## src/rtl/cyber_threshold_tuner.sv

```systemverilog
// Adaptive difficulty tuner: measures human press rate over a fixed window and
// slews the cyber player's aggression threshold toward a press-derived target,
// nudged by the most recent round outcome.
module cyber_threshold_tuner #(
  parameter int unsigned WINDOW_POW  = 10,
  parameter int unsigned THRESH_W    = 10,
  parameter int unsigned INIT_THRESH = 128,
  parameter int unsigned SCALE_POW   = 3,
  parameter int unsigned STEP        = 16,
  parameter int unsigned BIAS        = 32,
  parameter int unsigned MIN_THRESH  = 16,
  parameter int unsigned MAX_THRESH  = 511
) (
  input  logic                clk_game,
  input  logic                reset,
  input  logic                enable,
  input  logic                press,
  input  logic                done,
  input  logic [1:0]          winner,
  input  logic                manual_load,
  input  logic [THRESH_W-1:0] manual_thresh,
  output logic [THRESH_W-1:0] threshold,
  output logic                updated,
  output logic [7:0]          last_count
);

  localparam int unsigned TGT_W = 8 + SCALE_POW;
  localparam int unsigned CW    = ((TGT_W > THRESH_W) ? TGT_W : THRESH_W) + 1;

  localparam logic [THRESH_W-1:0] MIN_T  = THRESH_W'(MIN_THRESH);
  localparam logic [THRESH_W-1:0] MAX_T  = THRESH_W'(MAX_THRESH);
  localparam logic [THRESH_W-1:0] INIT_T = THRESH_W'(INIT_THRESH);
  localparam logic [CW-1:0]       MIN_C  = CW'(MIN_THRESH);
  localparam logic [CW-1:0]       MAX_C  = CW'(MAX_THRESH);
  localparam logic [CW-1:0]       STEP_C = CW'(STEP);
  localparam logic signed [CW:0]  MIN_S  = (CW+1)'(MIN_THRESH);
  localparam logic signed [CW:0]  MAX_S  = (CW+1)'(MAX_THRESH);
  localparam logic signed [CW:0]  BIAS_S = (CW+1)'(BIAS);

  typedef enum logic [1:0] {IDLE, MEASURE, UPDATE, APPLY} state_t;
  typedef enum logic [1:0] {BIAS_NONE, BIAS_UP, BIAS_DOWN} bias_t;

  state_t                state;
  bias_t                 pending;
  logic [WINDOW_POW-1:0] win_cnt;
  logic [7:0]            press_cnt;
  logic [7:0]            snap;
  logic [THRESH_W-1:0]   target;
  logic                  done_q;

  logic [7:0]            press_next;
  logic                  terminal;
  logic                  done_edge;
  bias_t                 bias_base;
  bias_t                 bias_next;
  logic [CW-1:0]         tgt_wide;
  logic [THRESH_W-1:0]   tgt_clamped;
  logic [THRESH_W-1:0]   manual_clamped;
  logic [CW-1:0]         thr_c;
  logic [CW-1:0]         tgt_c;
  logic [CW-1:0]         slew_diff;
  logic [CW-1:0]         slew_val;
  logic signed [CW:0]    biased;
  logic [THRESH_W-1:0]   apply_val;

  // Saturating press count, window terminal detect and round-outcome bias selection
  always_comb begin
    press_next = press_cnt;
    if (press && (press_cnt != 8'hFF))
      press_next = press_cnt + 8'd1;
    terminal  = (win_cnt == '1);
    done_edge = done && !done_q && (state != IDLE);
    // An outcome seen during APPLY belongs to the following window
    bias_base = (state == APPLY) ? BIAS_NONE : pending;
    bias_next = bias_base;
    if (done_edge) begin
      if (winner == 2'b10)
        bias_next = BIAS_UP;
      else if (winner == 2'b01)
        bias_next = BIAS_DOWN;
    end
  end

  // Press-derived target and manual value, both clamped into the legal range
  always_comb begin
    tgt_wide = CW'(snap) << SCALE_POW;
    if (tgt_wide < MIN_C)
      tgt_clamped = MIN_T;
    else if (tgt_wide > MAX_C)
      tgt_clamped = MAX_T;
    else
      tgt_clamped = tgt_wide[THRESH_W-1:0];

    if (manual_thresh < MIN_T)
      manual_clamped = MIN_T;
    else if (manual_thresh > MAX_T)
      manual_clamped = MAX_T;
    else
      manual_clamped = manual_thresh;
  end

  // Slew-limited move toward target, then signed bias add and final clamp
  always_comb begin
    thr_c     = CW'(threshold);
    tgt_c     = CW'(target);
    slew_diff = '0;
    slew_val  = thr_c;
    if (tgt_c > thr_c) begin
      slew_diff = tgt_c - thr_c;
      slew_val  = thr_c + ((slew_diff > STEP_C) ? STEP_C : slew_diff);
    end else if (tgt_c < thr_c) begin
      slew_diff = thr_c - tgt_c;
      slew_val  = thr_c - ((slew_diff > STEP_C) ? STEP_C : slew_diff);
    end

    biased = $signed({1'b0, slew_val});
    case (pending)
      BIAS_UP:   biased = biased + BIAS_S;
      BIAS_DOWN: biased = biased - BIAS_S;
      default:   biased = biased;
    endcase

    if (biased < MIN_S)
      apply_val = MIN_T;
    else if (biased > MAX_S)
      apply_val = MAX_T;
    else
      apply_val = biased[THRESH_W-1:0];
  end

  // Control FSM: measure window, compute target, apply slewed threshold
  always_ff @(posedge clk_game) begin
    if (reset) begin
      state      <= IDLE;
      pending    <= BIAS_NONE;
      win_cnt    <= '0;
      press_cnt  <= '0;
      snap       <= '0;
      target     <= MIN_T;
      done_q     <= 1'b0;
      threshold  <= INIT_T;
      updated    <= 1'b0;
      last_count <= '0;
    end else begin
      done_q  <= done;
      updated <= 1'b0;
      if (manual_load) begin
        threshold <= manual_clamped;
        win_cnt   <= '0;
        press_cnt <= '0;
        pending   <= BIAS_NONE;
        updated   <= 1'b1;
        state     <= enable ? MEASURE : IDLE;
      end else if (!enable) begin
        win_cnt   <= '0;
        press_cnt <= '0;
        pending   <= BIAS_NONE;
        state     <= IDLE;
      end else begin
        case (state)
          IDLE: begin
            win_cnt   <= '0;
            press_cnt <= '0;
            state     <= MEASURE;
          end
          MEASURE: begin
            pending <= bias_next;
            win_cnt <= win_cnt + 1'b1;
            if (terminal) begin
              snap      <= press_next;
              press_cnt <= '0;
              state     <= UPDATE;
            end else begin
              press_cnt <= press_next;
            end
          end
          UPDATE: begin
            pending    <= bias_next;
            target     <= tgt_clamped;
            last_count <= snap;
            press_cnt  <= press_next;
            state      <= APPLY;
          end
          APPLY: begin
            threshold <= apply_val;
            updated   <= 1'b1;
            pending   <= bias_next;
            win_cnt   <= '0;
            press_cnt <= press_next;
            state     <= MEASURE;
          end
          default: state <= IDLE;
        endcase
      end
    end
  end

endmodule

```

## config.mk

```make
export PLATFORM = sky130hd
export DESIGN_NAME = cyber_threshold_tuner
export DESIGN_NICKNAME = d
export VERILOG_FILES = /design/src/rtl/cyber_threshold_tuner.sv
export SDC_FILE = /design/constraint.sdc
export NUM_CORES = 1
export LEC_CHECK = 0
export BUFFER_PORTS_ARGS = -buffer_cell sky130_fd_sc_hd__buf_4
export CAP_MARGIN = 25
export CELL_PAD_IN_SITES_DETAIL_PLACEMENT = 0
export CELL_PAD_IN_SITES_GLOBAL_PLACEMENT = 2
export CORE_MARGIN = 3
export CORE_UTILIZATION = 37
export DETAILED_ROUTE_END_ITERATION = 8
export PLACE_DENSITY_LB_ADDON = 0.1
export SYNTH_ARGS = -nofsm -noshare
export SYNTH_HDL_FRONTEND = slang
export SYNTH_SLANG_ARGS = --single-unit
```

## constraint.sdc

```tcl
create_clock -name clk_game -period 7.3 [get_ports clk_game]
set_input_delay 0.365 -clock clk_game [delete_from_list [all_inputs] [get_ports clk_game]]
set_output_delay 0.365 -clock clk_game [all_outputs]
set_load 0.02 [all_outputs]
```

==> results of run 1 <==
worst max-delay path: stages, from the launching register on:
cell	delay, ns
dfxtp_1	0.38
inv_1	0.16
ha_1	0.19
inv_1	0.06
fa_1	0.40
a21o_1	0.19
a21oi_2	0.16
o21ai_0	0.09
a21oi_1	0.20
nor2b_1	0.09
o21a_1	0.19
o221a_2	0.26
o211ai_1	0.41
nor2_1	0.09
ha_1	0.25
fa_1	0.46
a211oi_2	0.28
o21bai_1	0.15
a2111oi_0	0.45
a211oi_1	0.11
mux2i_2	0.28
ha_1	0.32
o2111ai_1	0.13
o221ai_2	0.20
a211oi_2	0.35
nand3_1	0.26
a211o_1	0.34
a31o_1	0.21
kinds of logic (layout without fill, tap and decap cells):
kind of cell	Yosys count	in the layout	synth area share [%]
AO/OA/AOI/OAI	205	205	28.54
XOR/XNOR	38	38	6.455
buffers and inverters	64	104	5.654
multiplexers	9	9	2.281
adder cells (fa/ha/maj)	60	60	15.29
AND/OR/NAND/NOR	208	208	19.12
flip-flops	58	58	22.52
other	2	10	0.1457
synthesized netlist by cell type (3+ instances only):
| master | number | share of area [%] |
|---|---|---|
| buf_4 | 3 | 0.44 |
| a31o_2 | 3 | 0.51 |
| a31oi_1 | 4 | 0.49 |
| a221oi_2 | 5 | 1.5 |
| nand3_1 | 16 | 1.6 |
| a21boi_0 | 3 | 0.44 |
| mux2_4 | 3 | 0.87 |
| o31ai_1 | 4 | 0.58 |
| nor2b_1 | 9 | 1.1 |
| o211ai_1 | 12 | 1.7 |
| fa_1 | 5 | 1.9 |
| or3_1 | 4 | 0.49 |
| a2111oi_0 | 4 | 0.68 |
| xnor2_1 | 19 | 3.2 |
| nor3_1 | 16 | 1.6 |
| a211o_1 | 7 | 1.2 |
| nand3b_1 | 4 | 0.58 |
| buf_6 | 5 | 1.1 |
| nand2_1 | 48 | 3.5 |
| o21a_1 | 12 | 1.7 |
| a21o_1 | 14 | 2.0 |
| o22ai_1 | 3 | 0.36 |
| a21oi_1 | 46 | 4.5 |
| xor2_1 | 19 | 3.2 |
| a211oi_1 | 22 | 3.2 |
| inv_1 | 38 | 2.8 |
| nor2_1 | 75 | 5.5 |
| dfxtp_1 | 58 | 23 |
| o21ai_0 | 38 | 3.7 |
| nand4_1 | 6 | 0.73 |
| ha_1 | 55 | 13 |
| o2111ai_1 | 4 | 0.68 |
| mux2i_1 | 5 | 0.97 |
| and3_1 | 4 | 0.49 |
| nor3b_1 | 3 | 0.44 |
| clkbuf_1 | 14 | 1.0 |
| nand2b_1 | 12 | 1.5 |
final cells by class:
| class | count | area share (%) |
|---|---|---|
| clock buffers | 10 | 4.013 |
| clock inverters | 6 | 0.6933 |
| inverters | 38 | 2.395 |
| multi-input cells | 530 | 63.40 |
| flip-flops and latches | 58 | 19.50 |
| well taps | 176 | 3.697 |
| repair buffers | 50 | 6.303 |
registers in the layout (all words and copies together) (netlist names):
signal / count
target: 8
win_cnt: 10
threshold: 10
pending: 2
updated: 1
press_cnt: 8
state: 2
snap: 8
last_count: 8
done_q: 1
worst min path at each step:
stage	startpoint	endpoint	slack, ns	depth (start not counted)
final	done	done_q$_SDFF_PP0_	0.26	2
after global routing	done	done_q$_SDFF_PP0_	0.30	2
after floorplan	snap[7]$_SDFFE_PP0P_	last_count[7]$_SDFFE_PP0P_	0.44	2
after detailed placement	last_count[2]$_SDFFE_PP0P_	last_count[2]$_SDFFE_PP0P_	0.45	2
after CTS	done	done_q$_SDFF_PP0_	0.26	2
after global placement	last_count[2]$_SDFFE_PP0P_	last_count[2]$_SDFFE_PP0P_	0.45	2
cell usage in the layout, fill, tap and decap left out, types with 4 or more instances in the layout:
master / count
o31ai_1: 4
ha_1: 55
xor2_1: 19
nand2_1: 48
nor3_1: 16
o211ai_1: 12
dfxtp_1: 58
nand4_1: 6
a211o_1: 7
fa_1: 5
nor2b_1: 9
o21ai_0: 37
o2111ai_1: 4
o21a_1: 12
a211oi_1: 19
a211oi_2: 4
nand3b_1: 4
a221oi_2: 5
nor2_1: 74
mux2i_1: 4
a21oi_1: 44
xnor2_1: 19
clkbuf_16: 9
inv_1: 38
nand3_1: 16
and3_1: 4
a21o_1: 14
nand2b_1: 12
or3_1: 4
buf_4: 50
conb_1: 10
a31oi_1: 4
per-layer routing:
layer  vias up  global-route usage [%]  part of all wire (%)
met5         -                       0                     0
met4         0                   6.776                   1.6
met3        12                   2.543                   3.1
met2        80                   30.44                    45
met1      2212                   27.95                    51
li1       2408                       -                     -
per-stage QoR:
stage	utilization, %	setup WS (ns)	hold WS [ns]
final	44.27	0.5355	0.2592
after global routing	44.27	-0.01069	0.2969
after CTS	43.79	0.1386	0.2590
after detailed placement	41.70	0.1472	0.4523
after global placement	41.70	0.3204	0.4454
after floorplan	-	0.9774	0.4400
what timing repair did:
action | CTS | global route
setup buffers | 0 | 2
gates resized for setup | 0 | 13
endpoints found under the setup margin | 0 | 9
report_power, final:
part	switching [µW]	internal [µW]	leakage [µW]
Sequential	4.11	322	0.000470
Combinational	180	132	0.00183
Clock	155	238	0.000131
Total	339	693	0.00244
==> flow_metrics.py, run 1 <==
metrics = {
    "placement": {
        "portBuffers": 36,
        "placed_cells": 849,
        "place_area_mm2": 0.005610,
        "finalWeightedCongestion": 0.8324,
        "dp.final_hpwl_mm": 11.46,
    },
    "clocking": {
        "cts_made_buffers": 9,
        "clkLatencyLatePin_ns": 0.33,
        "h-tree-depth": 3,
        "hold_buffers": 0,
        "cts_tree": "done",
        "cts_max_path_buffers": 2,
        "clock-root-buffer": "clkbuf_16",
        "cts.sinks": 58,
        "clkTransAtPathRegs_ns": 0.05,
    },
    "routing": {
        "routed_wl_mm": 14.43,
        "drt_pass1_iterations": 4,
        "viasPerCell": 5.429,
        "post-route-drc-count": 0,
        "first_iter_violations": 304,
        "ant_nets": 0,
        "dr_total_vias": 4712,
        "post_drt_wl_per_cell_um": 16.63,
    },
    "final_layout": {
        "layout-drive-gt1-share_pct": 14.45,
        "fillCellCount": 1435,
        "layout.cells.non_filler": 868,
        "nNetsFinal": 765,
        "multi_input_area_mm2": 0.003776,
        "synthToLayoutAreaGrowth_pct": 15.51,
        "seq_area_mm2": 0.001161,
        "antenna_cells": 0,
        "fin_area_mm2": 0.005956,
    },
    "grt": {
        "grt_use_total_pct": 19.61,
        "grt_max_degree": 30,
        "grt_overflow_total": 0,
        "grt_pass1_vias": 4569,
        "grt_pass1_wl_mm": 23.59,
        "antenna_found_initial": 0,
    },
    "logic_synthesis": {
        "synthesis.area_mm2": 0.005156,
        "yosys_warnings": 0,
        "synth_edf_count": 0,
        "seq_area_frac_synth_pct": 22.52,
        "ys_ff_latch": 58,
        "synthCells": 644,
        "async_flop_share_pct": 0,
        "ys.flop_type": "dfxtp_1",
        "synth_cell_types": 72,
        "syn_area_per_cell_um2": 8.007,
    },
    "worst_setup_path": {
        "cp-start-kind": "flop",
        "r2r-start": "target[2]$_SDFFE_PP0P_",
        "reg2reg_slack_ns": 0.54,
        "path_class": "flop to flop",
        "worstPathArrival_ns": 6.98,
        "timing.rr.end": "threshold[7]$_SDFFE_PP1P_",
        "reg2regPathDepth": 27,
        "critical_path.startpoint": "target[2]$_SDFFE_PP0P_",
        "setup.worst_path.end": "threshold[7]$_SDFFE_PP1P_",
        "required_ns": 7.52,
        "endpoint_kind": "flop",
        "critPathMaxFanout": 6,
    },
    "sta": {
        "max_slew.worst_pin.slew_ns": 0.9284,
        "setup_violations": 0,
        "maxSlewViolCount": 0,
        "period_needed_ns": 6.765,
        "tns_ns": 0,
        "finalCritPeriodShare_pct": 92.66,
        "max_freq_mhz": 147.8,
        "skew_ns": 0.007976,
        "hold_viol": 0,
        "relSlewSlack_pct": 38.11,
    },
    "power_and_ir_drop": {
        "p_leak_uw": 0.002435,
        "p_per_area_mw_per_mm2": 173.3,
        "peakVddDrop_v": 0.0001162,
        "total_power_uw": 1032,
    },
    "floorplanning": {
        "fp.dieW_um": 124.1,
        "fp-row-count": 42,
        "chipHeight_um": 124.1,
        "dieArea_mm2": 0.01539,
        "start_util_pct": 38.33,
        "ios": 37,
        "core-area_mm2": 0.01345,
    },
    "worst_hold_path": {
        "hold_class": "primary input to flop",
    },
    "flow_run": {
        "maxCapViolCount": 0,
    },
    "run_status": {
        "run_status": "complete, no violations",
    },
}
Power figures use the tool's default switching activity.
==> inputs of run 2 (changes only) <==
- clock period: 7.3 -> 6.5 ns (I/O delays scaled with it)
==> run 2 against run 1 <==
- non-clock buffer count is 26 higher
- setup slack worse by 0.22 ns
- sequential power is 12% higher
- final cell count is 3.0% higher
- largest power group unchanged
- highest routed layer unchanged
- die area stayed put
==> flow_metrics.py, run 2 (synthesis gave the netlist of run 1 again) <==
metrics = {
    "grt": {
        "antenna_found_initial": 0,
        "grt_max_degree": 30,
        "grt_pass1_vias": 4469,
        "grt_overflow_total": 0,
        "grt_pass1_wl_mm": 23.45,
        "grt_use_total_pct": 19.54,
    },
    "placement": {
        "portBuffers": 36,
        "dp.final_hpwl_mm": 11.72,
        "placed_cells": 867,
        "finalWeightedCongestion": 0.8607,
        "dpl_worst_slack_ns": -0.1410,
    },
    "final_layout": {
        "layout.cells.non_filler": 894,
        "reg.largest.list": "threshold (10), win_cnt (10)",
        "antenna_cells": 0,
        "layout-drive-gt1-share_pct": 20.89,
        "layout.cells.most_common": "buf_4",
        "layout_common_cells": "buf_4, nor2_1, dfxtp_1",
        "fillCellCount": 1374,
        "synthToLayoutAreaGrowth_pct": 22.69,
        "nNetsFinal": 791,
    },
    "clocking": {
        "h-tree-depth": 3,
        "clkLatencyLatePin_ns": 0.32,
        "clock-root-buffer": "clkbuf_16",
        "cts_made_buffers": 9,
        "cts_tree": "done",
        "clkTransAtPathRegs_ns": 0.05,
        "hold_buffers": 0,
        "cts.sinks": 58,
        "cts_max_path_buffers": 2,
    },
    "worst_setup_path": {
        "worstPathArrival_ns": 6.39,
        "cp_top_family": "compound AO/OA/AOI/OAI gates",
        "reg2reg_slack_ns": 0.32,
        "crit_cells": 32,
        "path_class": "flop to flop",
        "r2r-start": "target[2]$_SDFFE_PP0P_",
        "reg2regPathDepth": 32,
        "required_ns": 6.70,
        "cpMaxStageDelayCell": "fa_2",
        "endpoint_kind": "flop",
        "path_buf_inv": 3,
        "cp-start-kind": "flop",
        "cpPeakStageDelay_ns": 0.39,
        "critPathMaxFanout": 7,
        "timing.rr.end": "threshold[8]$_SDFFE_PP0P_",
    },
    "sta": {
        "maxSlewViolCount": 0,
        "setup_violations": 0,
        "setup_ws_ns": 0.3152,
        "skew_ns": 0.008657,
        "period_needed_ns": 6.185,
        "max_slew.worst_pin.slew_ns": 0.9869,
        "hold_viol": 0,
        "relSlewSlack_pct": 34.20,
        "max_freq_mhz": 161.7,
        "tns_ns": 0,
        "hold_ws_ns": 0.2301,
        "finalCritPeriodShare_pct": 95.15,
    },
    "floorplanning": {
        "start_util_pct": 38.33,
        "chipHeight_um": 124.1,
        "fp-row-count": 42,
        "ios": 37,
        "core-area_mm2": 0.01345,
        "dieArea_mm2": 0.01539,
        "fp.dieW_um": 124.1,
    },
    "routing": {
        "viasPerCell": 5.370,
        "post_drt_wl_per_cell_um": 16.74,
        "post-route-drc-count": 0,
        "routed_wl_mm": 14.96,
        "wl_met1_mm": 7.590,
        "drt_pass1_iterations": 4,
        "wl_met3_um": 490,
        "top_layer_used": "met4",
        "first_iter_violations": 220,
        "routed-wl-met2_mm": 6.763,
        "dr_total_vias": 4801,
        "ant_nets": 0,
    },
    "worst_hold_path": {
        "hp-start": "done",
        "whs_endpoint": "done_q$_SDFF_PP0_",
        "hold_depth": 2,
        "hold_class": "primary input to flop",
    },
    "flow_run": {
        "maxCapViolCount": 0,
    },
    "power_and_ir_drop": {
        "total_power_uw": 1269,
        "p_per_area_mw_per_mm2": 200.6,
        "peakVddDrop_v": 0.0001817,
        "p_leak_uw": 0.002593,
    },
    "run_status": {
        "run_status": "complete, no violations",
    },
}
-- run 2: cell count changes in the layout (fill, tap and decap cells not counted), sizes merged --
cell      previous run  this run
bufinv               0         2
clkinvlp             3         0
clkbuf              10        12
buf                 50        76
inv                 39        38
-- run 2: how the worst max path moves through the flow --
stage	from	end	slack, ns
after detailed placement	target[2]$_SDFFE_PP0P_	threshold[8]$_SDFFE_PP0P_	-0.14
after global placement	target[2]$_SDFFE_PP0P_	threshold[8]$_SDFFE_PP0P_	-0.05
after floorplan	threshold[1]$_SDFFE_PP0P_	threshold[2]$_SDFFE_PP0P_	0.18
after CTS	target[2]$_SDFFE_PP0P_	threshold[8]$_SDFFE_PP0P_	0.002
final	target[2]$_SDFFE_PP0P_	threshold[8]$_SDFFE_PP0P_	0.32
after global routing	threshold[0]$_SDFFE_PP0P_	threshold[1]$_SDFFE_PP0P_	-0.04
-- run 2: power by group --
part	internal, µW	switching, µW	total (µW)
sequential	362	3.78	366
combinational	168	214	382
clock	356	164	521
total	887	382	1270
-- run 2: layout make-up --
| type | instances | area, µm² | area share (%) |
|---|---|---|---|
| clock buffers | 12 | 256.5 | 4.055 |
| clock inverters | 4 | 73.82 | 1.167 |
| inverters | 38 | 142.6 | 2.255 |
| multi-input cells | 530 | 3901 | 61.67 |
| flip-flops and latches | 58 | 1161 | 18.35 |
| well taps | 176 | 220.2 | 3.481 |
| repair buffers | 76 | 570.5 | 9.019 |
-- run 2: worst register-to-register path: cells and delay by family (launching register included) --
kind / cells / cell delay (ns)
compound gates: 17 / 3.21
fa+ha+maj: 5 / 1.55
simple gates: 5 / 0.33
buf+inv: 3 / 0.30
flops: 1 / 0.30
mux: 1 / 0.28
xor+xnor: 1 / 0.12
-- run 2: layer usage --
layer | up-vias | global-route usage [%]
li1 | 2470 | -
met1 | 2248 | 28.25
met2 | 74 | 30.84
met3 | 9 | 2.952
met4 | 0 | 4.038
met5 | - | 0
-- run 2: timing repair --
item                                    4_1_cts  5_1_grt
hold endpoints to repair                      0        0
endpoints found under the setup margin        8        9
setup buffers                                 1        9
pin swaps                                     3       27
gates resized for setup                       4       43
-- run 2: metrics by stage --
stage          utilization, %  area, µm²
3_5_place_dp            42.71       5746
5_1_grt                 47.02       6326
6_report                47.02       6326
2_1_floorplan               -       5186
4_1_cts                 45.31       6096
3_3_place_gp            42.71       5746
